[config.mk]
export PLATFORM = sky130hd
export DESIGN_NAME = div_ctrl
export DESIGN_NICKNAME = d
export VERILOG_FILES = /design/src/rtl/div_ctrl.sv
export SDC_FILE = /design/constraint.sdc
export NUM_CORES = 1
export LEC_CHECK = 0
export BUFFER_PORTS_ARGS = -buffer_cell sky130_fd_sc_hd__buf_4
export CAP_MARGIN = 20
export CORE_MARGIN = 2
export CORE_UTILIZATION = 35
export CTS_CLUSTER_SIZE = 24
export DETAILED_ROUTE_END_ITERATION = 10
export PLACE_DENSITY_LB_ADDON = 0.15
export REMOVE_ABC_BUFFERS = 1
export SETUP_SLACK_MARGIN = 0.05
export SYNTH_ARGS = -nofsm -noshare
export SYNTH_HDL_FRONTEND = slang
export SYNTH_SLANG_ARGS = --single-unit
[constraint.sdc]
create_clock -name clk -period 4.5 [get_ports clk]
set_clock_uncertainty 0.1 [all_clocks]
set_input_delay 0.9 -clock clk [delete_from_list [all_inputs] [get_ports clk]]
set_output_delay 0.9 -clock clk [all_outputs]
set_load 0.1 [all_outputs]
[src/rtl/div_ctrl.sv]
// Restoring divide sequencer for DIV/DIVU; result 33 cycles after start, and stall is held throughout. Optional DIV_ZERO_FAST_EN skips the iterations on a zero divisor.
// cancel aborts with no HI/LO write. hi/lo are registered and show the result in the hilo_we cycle.
module div_ctrl #(
    parameter int WIDTH = 32
) (
    input  logic             clk,
    input  logic             rst,
    input  logic             start,
    input  logic             is_signed,
    input  logic [WIDTH-1:0] opa,
    input  logic [WIDTH-1:0] opb,
    input  logic             cancel,
    output logic             stall,
    output logic             busy,
    output logic             hilo_we,
    output logic [WIDTH-1:0] hi,
    output logic [WIDTH-1:0] lo
);

    localparam int CW = (WIDTH > 1) ? $clog2(WIDTH) : 1;
    localparam logic [CW-1:0] LAST = CW'(WIDTH - 1);

    typedef enum logic [1:0] {
        IDLE = 2'd0,
        RUN  = 2'd1,
        DONE = 2'd2
    } state_t;

    state_t           state_q, state_d;
    logic [CW-1:0]    cnt_q, cnt_d;
    logic [WIDTH-1:0] rem_q, rem_d;
    logic [WIDTH-1:0] quo_q, quo_d;
    logic [WIDTH-1:0] dvs_q, dvs_d;
    logic [WIDTH-1:0] hi_q, hi_d;
    logic [WIDTH-1:0] lo_q, lo_d;
    logic [WIDTH-1:0] prv_hi_q, prv_hi_d;
    logic [WIDTH-1:0] prv_lo_q, prv_lo_d;
    logic             qneg_q, qneg_d;
    logic             rneg_q, rneg_d;
    logic             busy_q, busy_d;

    logic             accept;
    logic [WIDTH-1:0] mag_a, mag_b;
    logic [WIDTH:0]   sh, diff;
    logic [WIDTH-1:0] step_rem, step_quo;

    always_comb begin
        state_d  = state_q;
        cnt_d    = cnt_q;
        rem_d    = rem_q;
        quo_d    = quo_q;
        dvs_d    = dvs_q;
        hi_d     = hi_q;
        lo_d     = lo_q;
        prv_hi_d = prv_hi_q;
        prv_lo_d = prv_lo_q;
        qneg_d   = qneg_q;
        rneg_d   = rneg_q;
        stall    = 1'b0;
        hilo_we  = 1'b0;

        accept = start & ~cancel;
        mag_a  = (is_signed & opa[WIDTH-1]) ? -opa : opa;
        mag_b  = (is_signed & opb[WIDTH-1]) ? -opb : opb;

        // One restoring step: shift the dividend MSB into the remainder, trial-subtract.
        sh       = {rem_q, quo_q[WIDTH-1]};
        diff     = sh - {1'b0, dvs_q};
        step_rem = diff[WIDTH] ? sh[WIDTH-1:0] : diff[WIDTH-1:0];
        step_quo = {quo_q[WIDTH-2:0], ~diff[WIDTH]};

        case (state_q)
            IDLE: begin
                stall = accept;
                if (accept) begin
                    rem_d   = '0;
                    quo_d   = mag_a;
                    dvs_d   = mag_b;
                    qneg_d  = is_signed & (opa[WIDTH-1] ^ opb[WIDTH-1]);
                    rneg_d  = is_signed & opa[WIDTH-1];
                    cnt_d   = '0;
                    state_d = RUN;
`ifdef DIV_ZERO_FAST_EN
                    if (opb == '0) begin
                        state_d  = DONE;
                        prv_hi_d = hi_q;
                        prv_lo_d = lo_q;
                        hi_d     = opa;
                        lo_d     = '1;
                    end
`endif
                end
            end
            RUN: begin
                if (cancel) begin
                    state_d = IDLE;
                end else begin
                    stall = 1'b1;
                    rem_d = step_rem;
                    quo_d = step_quo;
                    cnt_d = cnt_q + 1'b1;
                    if (cnt_q == LAST) begin
                        // Result lands in hi/lo entering DONE; the committed pair is kept for a DONE cancel.
                        state_d  = DONE;
                        prv_hi_d = hi_q;
                        prv_lo_d = lo_q;
                        hi_d     = rneg_q ? -step_rem : step_rem;
                        lo_d     = qneg_q ? -step_quo : step_quo;
                    end
                end
            end
            DONE: begin
                state_d = IDLE;
                if (cancel) begin
                    hi_d = prv_hi_q;
                    lo_d = prv_lo_q;
                end else begin
                    hilo_we = 1'b1;
                end
            end
            default: state_d = IDLE;
        endcase

        busy_d = (state_d != IDLE);
        if (rst) begin
            hilo_we = 1'b0;
        end
    end

    always_ff @(posedge clk) begin
        if (rst) begin
            state_q  <= IDLE;
            cnt_q    <= '0;
            rem_q    <= '0;
            quo_q    <= '0;
            dvs_q    <= '0;
            hi_q     <= '0;
            lo_q     <= '0;
            prv_hi_q <= '0;
            prv_lo_q <= '0;
            qneg_q   <= 1'b0;
            rneg_q   <= 1'b0;
            busy_q   <= 1'b0;
        end else begin
            state_q  <= state_d;
            cnt_q    <= cnt_d;
            rem_q    <= rem_d;
            quo_q    <= quo_d;
            dvs_q    <= dvs_d;
            hi_q     <= hi_d;
            lo_q     <= lo_d;
            prv_hi_q <= prv_hi_d;
            prv_lo_q <= prv_lo_d;
            qneg_q   <= qneg_d;
            rneg_q   <= rneg_d;
            busy_q   <= busy_d;
        end
    end

    assign busy = busy_q;
    assign hi   = hi_q;
    assign lo   = lo_q;

endmodule

==> results.json, run 1 <==
{
  "clock_period_minus_final_worst_setup_slack_ns": 4.25,
  "die_y_um": 206,
  "part_of_the_yosys_area_used_for_sequential_elements": 0.327,
  "final_layout_size_suffix_gt1_frac": 0.141,
  "report.final.hold_viol_count": 0,
  "ir_worst_vdd_v": 0.000252,
  "top_reg_cell_synth": "sky130_fd_sc_hd__dfxtp_1",
  "grt_start_max_net_pins": 187,
  "pin_count": 136,
  "netlist_area_sq_um": 14300,
  "crit-reg2reg-capture": "lo[28]$_SDFFE_PP0P_",
  "detailroute.via_count": 13900,
  "synthesis.yosys.warnings": 0,
  "final.period_utilization": 0.945,
  "hold_path_depth": 2,
  "postRouteWirelength_um": 45300,
  "achievable-frequency_mhz": 235,
  "cpLargestDelayFamily": "simple AND/OR/NAND/NOR gates",
  "p_total_mw": 5.54,
  "whs_ns": 0.354,
  "timing_worst_slew_pin_value_ns": 1.30,
  "worst_ep_required_time_ns": 4.82,
  "wl_per_cell_um": 17.6,
  "place.port_buffers": 135,
  "utilization": 0.419,
  "post_synth.cell_area_avg_sq_um": 7.40,
  "cts_buffers": 28,
  "postSynth.asyncResetShare": 0,
  "max_slew_vio_count": 0,
  "netlist.area_leader.share": 0.327,
  "number_of_nets_still_failing_antenna_checks_after_routing": 0,
  "synth.lib_cells_used.distinct": 85,
  "n_antenna_cell": 0,
  "grt_first_pass_wirelength_um": 71600,
  "crit_top_cell": "sky130_fd_sc_hd__nand2b_1",
  "global_route.usage.total": 0.208,
  "initial_utilization": 0.353,
  "cts_sink_cnt": 234,
  "clkLatencyLatePin_ns": 0.57,
  "timing.critical_path.slowest_cell_delay_ns": 0.44,
  "drc": 0,
  "crit_chain": "ha_2 -> nand4_1 -> buf_4 -> nor4_1 -> o2bb2ai_1 -> or3_1 -> o211a_4 -> inv_4 -> buf_12 -> ha_1 -> nand3_1 -> nand2b_1 -> nand2b_1 -> o31ai_1 -> xor2_1 -> a211oi_1 -> a21oi_1 -> nor2_1",
  "vias_per_cell": 5.42,
  "worstPathMaxFanout": 35,
  "worst-r2r-cell-count": 18,
  "detailedRoute.firstIterationViolations": 984,
  "criticalPathCategory": "reg -> reg",
  "dp.final_hpwl_um": 32300,
  "layout_overhead_on_the_synthesized_area_pct": 18.8,
  "design.core.area_sq_um": 40600,
  "die_area_sq_um": 42500,
  "ff2ff_setup_slack_ns": 0.25,
  "timing.final.setup_violations": 0,
  "cellLeakagePower_nw": 6.39,
  "origin_of_the_worst_min_delay_path": "prv_lo_q[15]$_SDFFE_PP0P_",
  "run_status": "completed",
  "synth-edff-count": 0,
  "drt_first_pass_iters": 6,
  "placedCellCount": 2518,
  "root_buffer": "sky130_fd_sc_hd__clkbuf_16",
  "maxSlewHeadroom": 0.119,
  "worstHoldEndpoint": "prv_lo_q[15]$_SDFFE_PP0P_",
  "chipWidth_um": 206,
  "finish.cell_count_without_fillers": 2573,
  "cp_slowest_cell": "sky130_fd_sc_hd__dfxtp_1",
  "htree_num_levels": 1,
  "clock_tree_from_tritoncts": "done",
  "cp-end-kind": "flip-flop",
  "critPathArrivalTime_ns": 4.57,
  "worstPathBufferInverterCount": 3,
  "grt_antenna_before_repair": 0,
  "synthDominantAreaCellType": "sky130_fd_sc_hd__dfxtp_1",
  "grt_overflow": 0,
  "setup.worst_path.start_class": "flip-flop",
  "post_synth_main_area_contributors": "sky130_fd_sc_hd__dfxtp_1 (33%), sky130_fd_sc_hd__a21oi_1 (7.6%), sky130_fd_sc_hd__nand2_1 (7.3%)",
  "first_global_vias": 13000,
  "std_cell_rows": 74,
  "timing.critical_path.from": "rem_q[24]$_SDFFE_PP0P_",
  "p_per_area_nw_per_um2": 325,
  "drv_cap": 0,
  "setup_repair_after_global_routing_missed_its_margin": "true",
  "ys_ff_latch": 234,
  "synthesis.instances": 1935,
  "cts_buffer_depth": 3,
  "nNetsFinal": 2127,
  "place.gp.congestion": 0.882,
  "hp-class": "reg -> reg",
  "worst_setup_hold_path_clk_slew_ns": 0.06,
  "timing.rr.start": "rem_q[24]$_SDFFE_PP0P_"
}
-- routing by layer --
metal  GRT usage  wire, um  up-vias  share of wire
met5           0         0        -              0
met4      0.0449       822        0          0.018
met3      0.0197      2140       53          0.047
met2       0.328     19800      297           0.44
met1       0.306     22500     6534           0.50
li1            -         -     7064              -
-- cell families (layout without fill, tap and decap cells) --
family	Yosys count	after routing	synth area share
buf+inv	189	295	0.0537
mux	13	13	0.00935
compound gates	597	597	0.268
fa+ha+maj	39	39	0.0346
simple gates	737	737	0.230
xor+xnor	126	126	0.0771
flops	234	234	0.327
-- worst max path at each step --
stage,end,slack [ns],depth (start not counted)
after floorplan,stall,-9.11,3
after global placement,hi[30]$_SDFFE_PP0P_,0.12,17
after detailed placement,hi[30]$_SDFFE_PP0P_,-0.01,16
after CTS,hi[30]$_SDFFE_PP0P_,0.06,16
after global routing,hi[14]$_SDFFE_PP0P_,0.05,22
final,lo[28]$_SDFFE_PP0P_,0.25,18
-- worst min-delay path, cell delays in order, from the launching register on --
cell	delay, ns
sky130_fd_sc_hd__dfxtp_1	0.31
sky130_fd_sc_hd__nand2_1	0.05
sky130_fd_sc_hd__a21oi_1	0.05
-- cell type report --
| class | count | area (sq um) |
|---|---|---|
| Clock buffer | 38 | 798 |
| Clock inverter | 14 | 201 |
| Fill cell | 4239 | 23500 |
| Inverter | 53 | 201 |
| Multi-Input combinational cell | 1512 | 8970 |
| Sequential cell | 234 | 4680 |
| Tap cell | 532 | 666 |
| Timing Repair Buffer | 190 | 1490 |
-- sequential cells by signal (all words and copies together), names as in the netlist --
register	flops
busy	1
cnt_q	5
dvs_q	32
hi	32
lo	32
prv_hi_q	32
prv_lo_q	32
qneg_q	1
quo_q	32
rem_q	32
rneg_q	1
state_q	2
-- where the power goes --
part	total [mW]	internal, mW	switching (mW)
Sequential	2.16	2.12	0.0450
Clock	2.44	1.48	0.961
Combinational	0.935	0.350	0.585
Total	5.54	3.94	1.59
-- layout by cell type, fill, tap and decap left out, drive strengths merged, types with 54 or more instances in the layout --
cell / instances
xnor2: 59
nor2: 257
o21ai: 96
buf: 190
inv: 54
a21oi: 219
nand2: 281
dfxtp: 234
xor2: 67
a211oi: 84
-- synthesized netlist by cell type, drive strengths merged (15+ instances only) --
master  number
a21oi      219
nand3       30
a22oi       15
nor3        40
clkbuf     102
xor2        67
dfxtp      234
inv         53
a311oi      27
xnor2       59
ha          38
o21ai       96
a211oi      84
o31ai       25
nor4        17
buf         34
or3         21
a31oi       17
nand2      281
nor2b       15
nor2       257
-- metrics by stage --
step	TNS, ns	setup slack (ns)	instance area, sq um
after floorplan	-699.45	-9.11	13700
after global placement	0	0.115	15900
after detailed placement	-0.0115	-0.0115	15900
after CTS	0	0.0642	16900
after global routing	0	0.0477	17000
final	0	0.249	17000
-- repair_timing --
action	CTS	global route
pin swaps	1	2
endpoints found under the hold margin	0	0
buffers inserted	0	2
endpoints found under the setup margin	3	15
resized for setup	2	13
hold buffers	0	0
Note: power is estimated with default switching activity, not from simulation.
==> inputs of run 2 (changes only) <==
Settings changed: CORE_UTILIZATION 35 to 55.
==> run 2 against run 1 <==
Fmax is 0.48% higher. Cell count is 8.0% lower. First-iteration DRC count rose by 66%. Die area is 36% lower. Clock-buffer cell count shrank 6. Sequential share of layout area rose by 0.61 points. Setup slack improved by 0.020 ns.
==> results.json, run 2 (same netlist as run 1, synthesis figures left out) <==
{
  "drc": 0,
  "n_antenna_cell": 0,
  "cts_buffer_depth": 3,
  "wl_met2_um": 17900,
  "setup_repair_after_global_routing_missed_its_margin": "false",
  "place.gp.congestion": 0.938,
  "pwr-share-clk": 0.424,
  "timing.critical_path.from": "quo_q[31]$_SDFFE_PP0P_",
  "layout_overhead_on_the_synthesized_area_pct": 16.3,
  "criticalPathCategory": "reg -> reg",
  "drt_first_pass_iters": 5,
  "final.period_utilization": 0.940,
  "sum_of_routed_wire_segments_on_met1_um": 20200,
  "pin_count": 136,
  "cts_buffers": 27,
  "worst_setup_hold_path_clk_slew_ns": 0.06,
  "crit_chain": "inv_1 -> ha_1 -> inv_1 -> fa_1 -> nand3_1 -> a21oi_2 -> o21ai_1 -> a21oi_1 -> o211a_4 -> inv_4 -> buf_12 -> buf_4 -> ha_1 -> nand3_1 -> nand2b_2 -> nand2b_1 -> o21ai_0 -> xor2_1 -> a211oi_1 -> a21oi_1 -> nor2_1",
  "hold_path_depth": 2,
  "worstPathBufferInverterCount": 5,
  "timing.rr.start": "quo_q[31]$_SDFFE_PP0P_",
  "origin_of_the_worst_min_delay_path": "prv_lo_q[11]$_SDFFE_PP0P_",
  "filler_cell_count": 2357,
  "mostFrequentLayoutCells": "sky130_fd_sc_hd__nand2_1 (277), sky130_fd_sc_hd__nor2_1 (256), sky130_fd_sc_hd__dfxtp_1 (233)",
  "share_seq_of_total_power": 0.403,
  "cts_sink_cnt": 234,
  "final_design_area_no_fill_sq_um": 16600,
  "htree_num_levels": 1,
  "vias_per_cell": 6.04,
  "internal-power_mw": 3.83,
  "worst_ep_required_time_ns": 4.82,
  "placement.cell_area_sq_um": 15600,
  "wl_per_cell_um": 17.7,
  "report.final.hold_viol_count": 0,
  "critPathArrivalTime_ns": 4.55,
  "grt_first_pass_wirelength_um": 65000,
  "initial_utilization": 0.554,
  "clock_tree_from_tritoncts": "done",
  "routed-wl-met3_um": 3240,
  "detailroute.via_count": 14300,
  "worstPathMaxFanout": 39,
  "timing.critical_path.slowest_cell_delay_ns": 0.42,
  "drv_cap": 0,
  "cp_slowest_cell": "sky130_fd_sc_hd__fa_1",
  "maxSlewHeadroom": 0.314,
  "number_of_nets_still_failing_antenna_checks_after_routing": 0,
  "dp.final_hpwl_um": 29400,
  "grt_start_max_net_pins": 175,
  "achievable-frequency_mhz": 236,
  "die_y_um": 165,
  "worst-r2r-cell-count": 21,
  "nNetsFinal": 2123,
  "p_total_mw": 5.38,
  "die_area_sq_um": 27300,
  "topRoutingLayerUsed": "met4",
  "switching_power_mw": 1.54,
  "register_area_sq_um": 4690,
  "ir_worst_vdd_v": 0.000333,
  "std_cell_rows": 59,
  "p_per_area_nw_per_um2": 323,
  "global_route.usage.total": 0.293,
  "grt_antenna_before_repair": 0,
  "cp.depth": 21,
  "cp-end-kind": "flip-flop",
  "final_common_cell": "sky130_fd_sc_hd__nand2_1",
  "multi_input_comb_area_sq_um": 8980,
  "design.core.area_sq_um": 25800,
  "chipWidth_um": 165,
  "run_status": "completed",
  "cellLeakagePower_nw": 6.30,
  "clkLatencyLatePin_ns": 0.55,
  "root_buffer": "sky130_fd_sc_hd__clkbuf_16",
  "postRouteWirelength_um": 41800,
  "power_switching_share": 0.287,
  "cts-hold-fix-buffers": 0,
  "timing.final.setup_violations": 0,
  "clock_period_minus_final_worst_setup_slack_ns": 4.23,
  "hp-class": "reg -> reg",
  "detailedRoute.firstIterationViolations": 1631,
  "first_global_vias": 12300,
  "comb_power_share": 0.173,
  "place.port_buffers": 135,
  "final_layout_size_suffix_gt1_frac": 0.141,
  "grt_overflow": 0,
  "cpLargestDelayFamily": "compound AO/OA/AOI/OAI gates",
  "setup.worst_path.start_class": "flip-flop",
  "max_slew_vio_count": 0,
  "timing_worst_slew_pin_value_ns": 1.03
}
run 2: per-stage QoR:
stage                     utilization  hold slack, ns  cells  setup slack (ns)  setup TNS [ns]
final                           0.644           0.349   2368             0.269               0
after global placement          0.605           0.339   2319             0.253               0
after detailed placement        0.605           0.345   2319            0.0632               0
after floorplan                     -           0.327   1799             -9.11         -699.45
after CTS                       0.640           0.353   2366             0.169               0
after global routing            0.644           0.366   2368            0.0512               0
run 2: layer usage:
| layer | up-vias | GRT usage |
|---|---|---|
| met3 | 37 | 0.0412 |
| met5 | - | 0 |
| met2 | 491 | 0.436 |
| met1 | 6723 | 0.452 |
| met4 | 0 | 0.0470 |
| li1 | 7052 | - |
run 2: tightest hold or removal path, delay by kind of cell, from the launching register on:
kind / cells / cell delay (ns)
DFF: 1 / 0.30
and+or+nand+nor: 1 / 0.05
AOI/OAI and AO/OA: 1 / 0.05
run 2: area by class of cell:
class,instances,share of cell area
Sequential cell,234,0.281
Timing Repair Buffer,187,0.0873
Multi-Input combinational cell,1512,0.539
Tap cell,335,0.0252
Clock inverter,15,0.0119
Clock buffer,32,0.0429
Inverter,53,0.0121
run 2: final timing paths:
kind                            slack (ns)                        end
worst max register to register        0.27        lo[30]$_SDFFE_PP0P_
worst max-delay path                  0.27        lo[30]$_SDFFE_PP0P_
worst min register to register        0.35  prv_lo_q[11]$_SDFFE_PP0P_
worst min-delay path                  0.35  prv_lo_q[11]$_SDFFE_PP0P_
run 2: what timing repair did:
item,4_1_cts,5_1_grt
resized for setup,1,20
buffers inserted,0,1
setup endpoints to repair,1,15
pin swaps,0,1
gates cloned,0,0
run 2: power by group through the flow:
stage / clock network [mW] / logic (mW) / registers (mW)
after floorplan: 0 / 0.571 / 2.20
after global placement: 0 / 0.893 / 2.21
after detailed placement: 0 / 0.897 / 2.21
after CTS: 2.31 / 0.904 / 2.17
after global routing: 2.40 / 1.02 / 2.17
final: 2.28 / 0.932 / 2.17
==> inputs of run 3 (changes only) <==
Settings changed: CORE_UTILIZATION 55 to 40, PLACE_DENSITY set to 0.56, PLACE_DENSITY_LB_ADDON 0.15 to not set.
==> run 3 against run 2 <==
Die area is 37% higher. Power is 0.61% higher. Worst hold slack better by 0.0040 ns. Register-to-register slack better by 0.05 ns. First-iteration DRC count is 41% lower. Flip-flop and latch count stayed put. Fmax is 1.2% higher. Via count is 1.9% lower. Utilization is 17 points lower. Clock-buffer cell count is 9 higher. Wire length is 6.7% higher. Clock power is 2% higher. Critical endpoint is now hi[8]$_SDFFE_PP0P_. Largest power group unchanged.
==> results.json, run 3 (same netlist as run 1, synthesis figures left out) <==
{
  "run_status": "completed",
  "wl_per_cell_um": 17.8,
  "timing.final.ws_setup_ns": 0.321,
  "drc": 0,
  "dpl_worst_slack_ns": 0.195,
  "placement.cell_area_sq_um": 15800,
  "grt_start_max_net_pins": 142,
  "filler_cell_count": 3611,
  "setup.worst_path.start_class": "flip-flop",
  "worstPathMaxFanout": 8,
  "design.core.area_sq_um": 35400,
  "final.period_utilization": 0.929,
  "number_of_nets_still_failing_antenna_checks_after_routing": 0,
  "place.port_buffers": 135,
  "report.final.hold_viol_count": 0,
  "setup_total_negative_slack_ns": 0,
  "die_y_um": 193,
  "clock_tree_from_tritoncts": "done",
  "detailroute.via_count": 14000,
  "cp-end-kind": "flip-flop",
  "ir_worst_vdd_v": 0.000284,
  "drt_first_pass_iters": 5,
  "placedCellCount": 2450,
  "final_design_area_no_fill_sq_um": 16900,
  "die_area_sq_um": 37300,
  "grt_overflow": 0,
  "htree_num_levels": 1,
  "drv_cap": 0,
  "register_area_sq_um": 4680,
  "timing.final.setup_violations": 0,
  "worst_setup_hold_path_clk_slew_ns": 0.06,
  "grt_antenna_before_repair": 0,
  "worst_ep_required_time_ns": 4.87,
  "grt_first_pass_wirelength_um": 70400,
  "pin_count": 136,
  "maxSlewHeadroom": 0.0808,
  "initial_utilization": 0.404,
  "max_slew_vio_count": 0,
  "n_antenna_cell": 0,
  "clock_period_minus_final_worst_setup_slack_ns": 4.18,
  "first_global_vias": 12900,
  "whs_ns": 0.353,
  "final_layout_size_suffix_gt1_frac": 0.141,
  "nNetsFinal": 2129,
  "utilization": 0.477,
  "place.gp.congestion": 0.901,
  "cts_sink_cnt": 234,
  "finish.cell_count_without_fillers": 2504,
  "mostFrequentLayoutCells": "sky130_fd_sc_hd__nand2_1 (277), sky130_fd_sc_hd__nor2_1 (256), sky130_fd_sc_hd__dfxtp_1 (234)",
  "criticalPathCategory": "reg -> reg",
  "hp-class": "reg -> reg",
  "detailedRoute.firstIterationViolations": 970,
  "vias_per_cell": 5.61,
  "postRouteWirelength_um": 44600,
  "dp.final_hpwl_um": 31900,
  "clkLatencyLatePin_ns": 0.56,
  "root_buffer": "sky130_fd_sc_hd__clkbuf_16",
  "setup_repair_after_global_routing_missed_its_margin": "false",
  "cts_buffer_depth": 3,
  "final_common_cell": "sky130_fd_sc_hd__nand2_1",
  "layout_overhead_on_the_synthesized_area_pct": 17.9,
  "cellLeakagePower_nw": 6.37,
  "multi_input_comb_area_sq_um": 8980,
  "p_total_mw": 5.41,
  "std_cell_rows": 69,
  "critPathArrivalTime_ns": 4.54,
  "global_route.usage.total": 0.234,
  "cts_buffers": 29,
  "achievable-frequency_mhz": 239,
  "cts-hold-fix-buffers": 0,
  "timing_worst_slew_pin_value_ns": 1.36,
  "p_per_area_nw_per_um2": 321,
  "chipWidth_um": 193
}
[run 3: changes by cell type in the layout (fill, tap and decap cells not counted), moves of 2 or more]
cell,delta
sky130_fd_sc_hd__buf_4,+4
sky130_fd_sc_hd__bufinv_16,-2
sky130_fd_sc_hd__clkbuf_1,+4
sky130_fd_sc_hd__clkbuf_16,+2
sky130_fd_sc_hd__clkbuf_8,+3
sky130_fd_sc_hd__clkinv_2,+2
sky130_fd_sc_hd__clkinvlp_4,-4
[run 3: critical path, stage by stage, from the launching register on]
cell and delay, ns:
sky130_fd_sc_hd__dfxtp_1 0.45, sky130_fd_sc_hd__ha_1 0.37, sky130_fd_sc_hd__nand2_1 0.17, sky130_fd_sc_hd__o211ai_1 0.16
sky130_fd_sc_hd__a221o_1 0.34, sky130_fd_sc_hd__o2111ai_1 0.26, sky130_fd_sc_hd__o211a_4 0.25, sky130_fd_sc_hd__inv_4 0.05
sky130_fd_sc_hd__o21ai_0 0.22, sky130_fd_sc_hd__inv_1 0.08, sky130_fd_sc_hd__ha_1 0.20, sky130_fd_sc_hd__buf_4 0.15
sky130_fd_sc_hd__nand3_1 0.06, sky130_fd_sc_hd__nor2_1 0.06, sky130_fd_sc_hd__nor2_1 0.21, sky130_fd_sc_hd__buf_4 0.18
sky130_fd_sc_hd__a21oi_1 0.07, sky130_fd_sc_hd__or3b_2 0.45, sky130_fd_sc_hd__a311oi_1 0.26
[run 3: cell type report]
cell class / instances / share of cell area
clock inverters: 12 / 0.00749
flip-flops and latches: 234 / 0.278
inverters: 53 / 0.0119
clock buffers: 41 / 0.0487
well taps: 461 / 0.0342
repair buffers: 191 / 0.0874
multi-input cells: 1512 / 0.533
[run 3: final timing paths]
path                                   from                         to  slack, ns  cells past startpoint
hold / removal    prv_hi_q[24]$_SDFFE_PP0P_  prv_hi_q[24]$_SDFFE_PP0P_       0.35                      2
setup / recovery      rem_q[9]$_SDFFE_PP0P_         hi[8]$_SDFFE_PP0P_       0.32                     18
hold reg to reg   prv_hi_q[24]$_SDFFE_PP0P_  prv_hi_q[24]$_SDFFE_PP0P_       0.35                      2
setup reg to reg      rem_q[9]$_SDFFE_PP0P_         hi[8]$_SDFFE_PP0P_       0.32                     18
[run 3: per-layer routing]
metal	vias to the layer above	global-route usage	wire length, um
met5	-	0	0
met4	0	0.0548	764
met3	50	0.0243	2130
met2	315	0.368	19500
met1	6598	0.343	22200
li1	7075	-	-
[run 3: timing repair]
action                                 4_1_cts  5_1_grt
buffers inserted                             0        1
endpoints found under the hold margin        0        0
setup endpoints to repair                    0       15
resized for setup                            0       18
[run 3: report_power, final]
group          internal (mW)  total, mW  switching [mW]
Combinational          0.350      0.927           0.577
Clock                   1.38       2.32           0.939
Sequential              2.12       2.16          0.0453
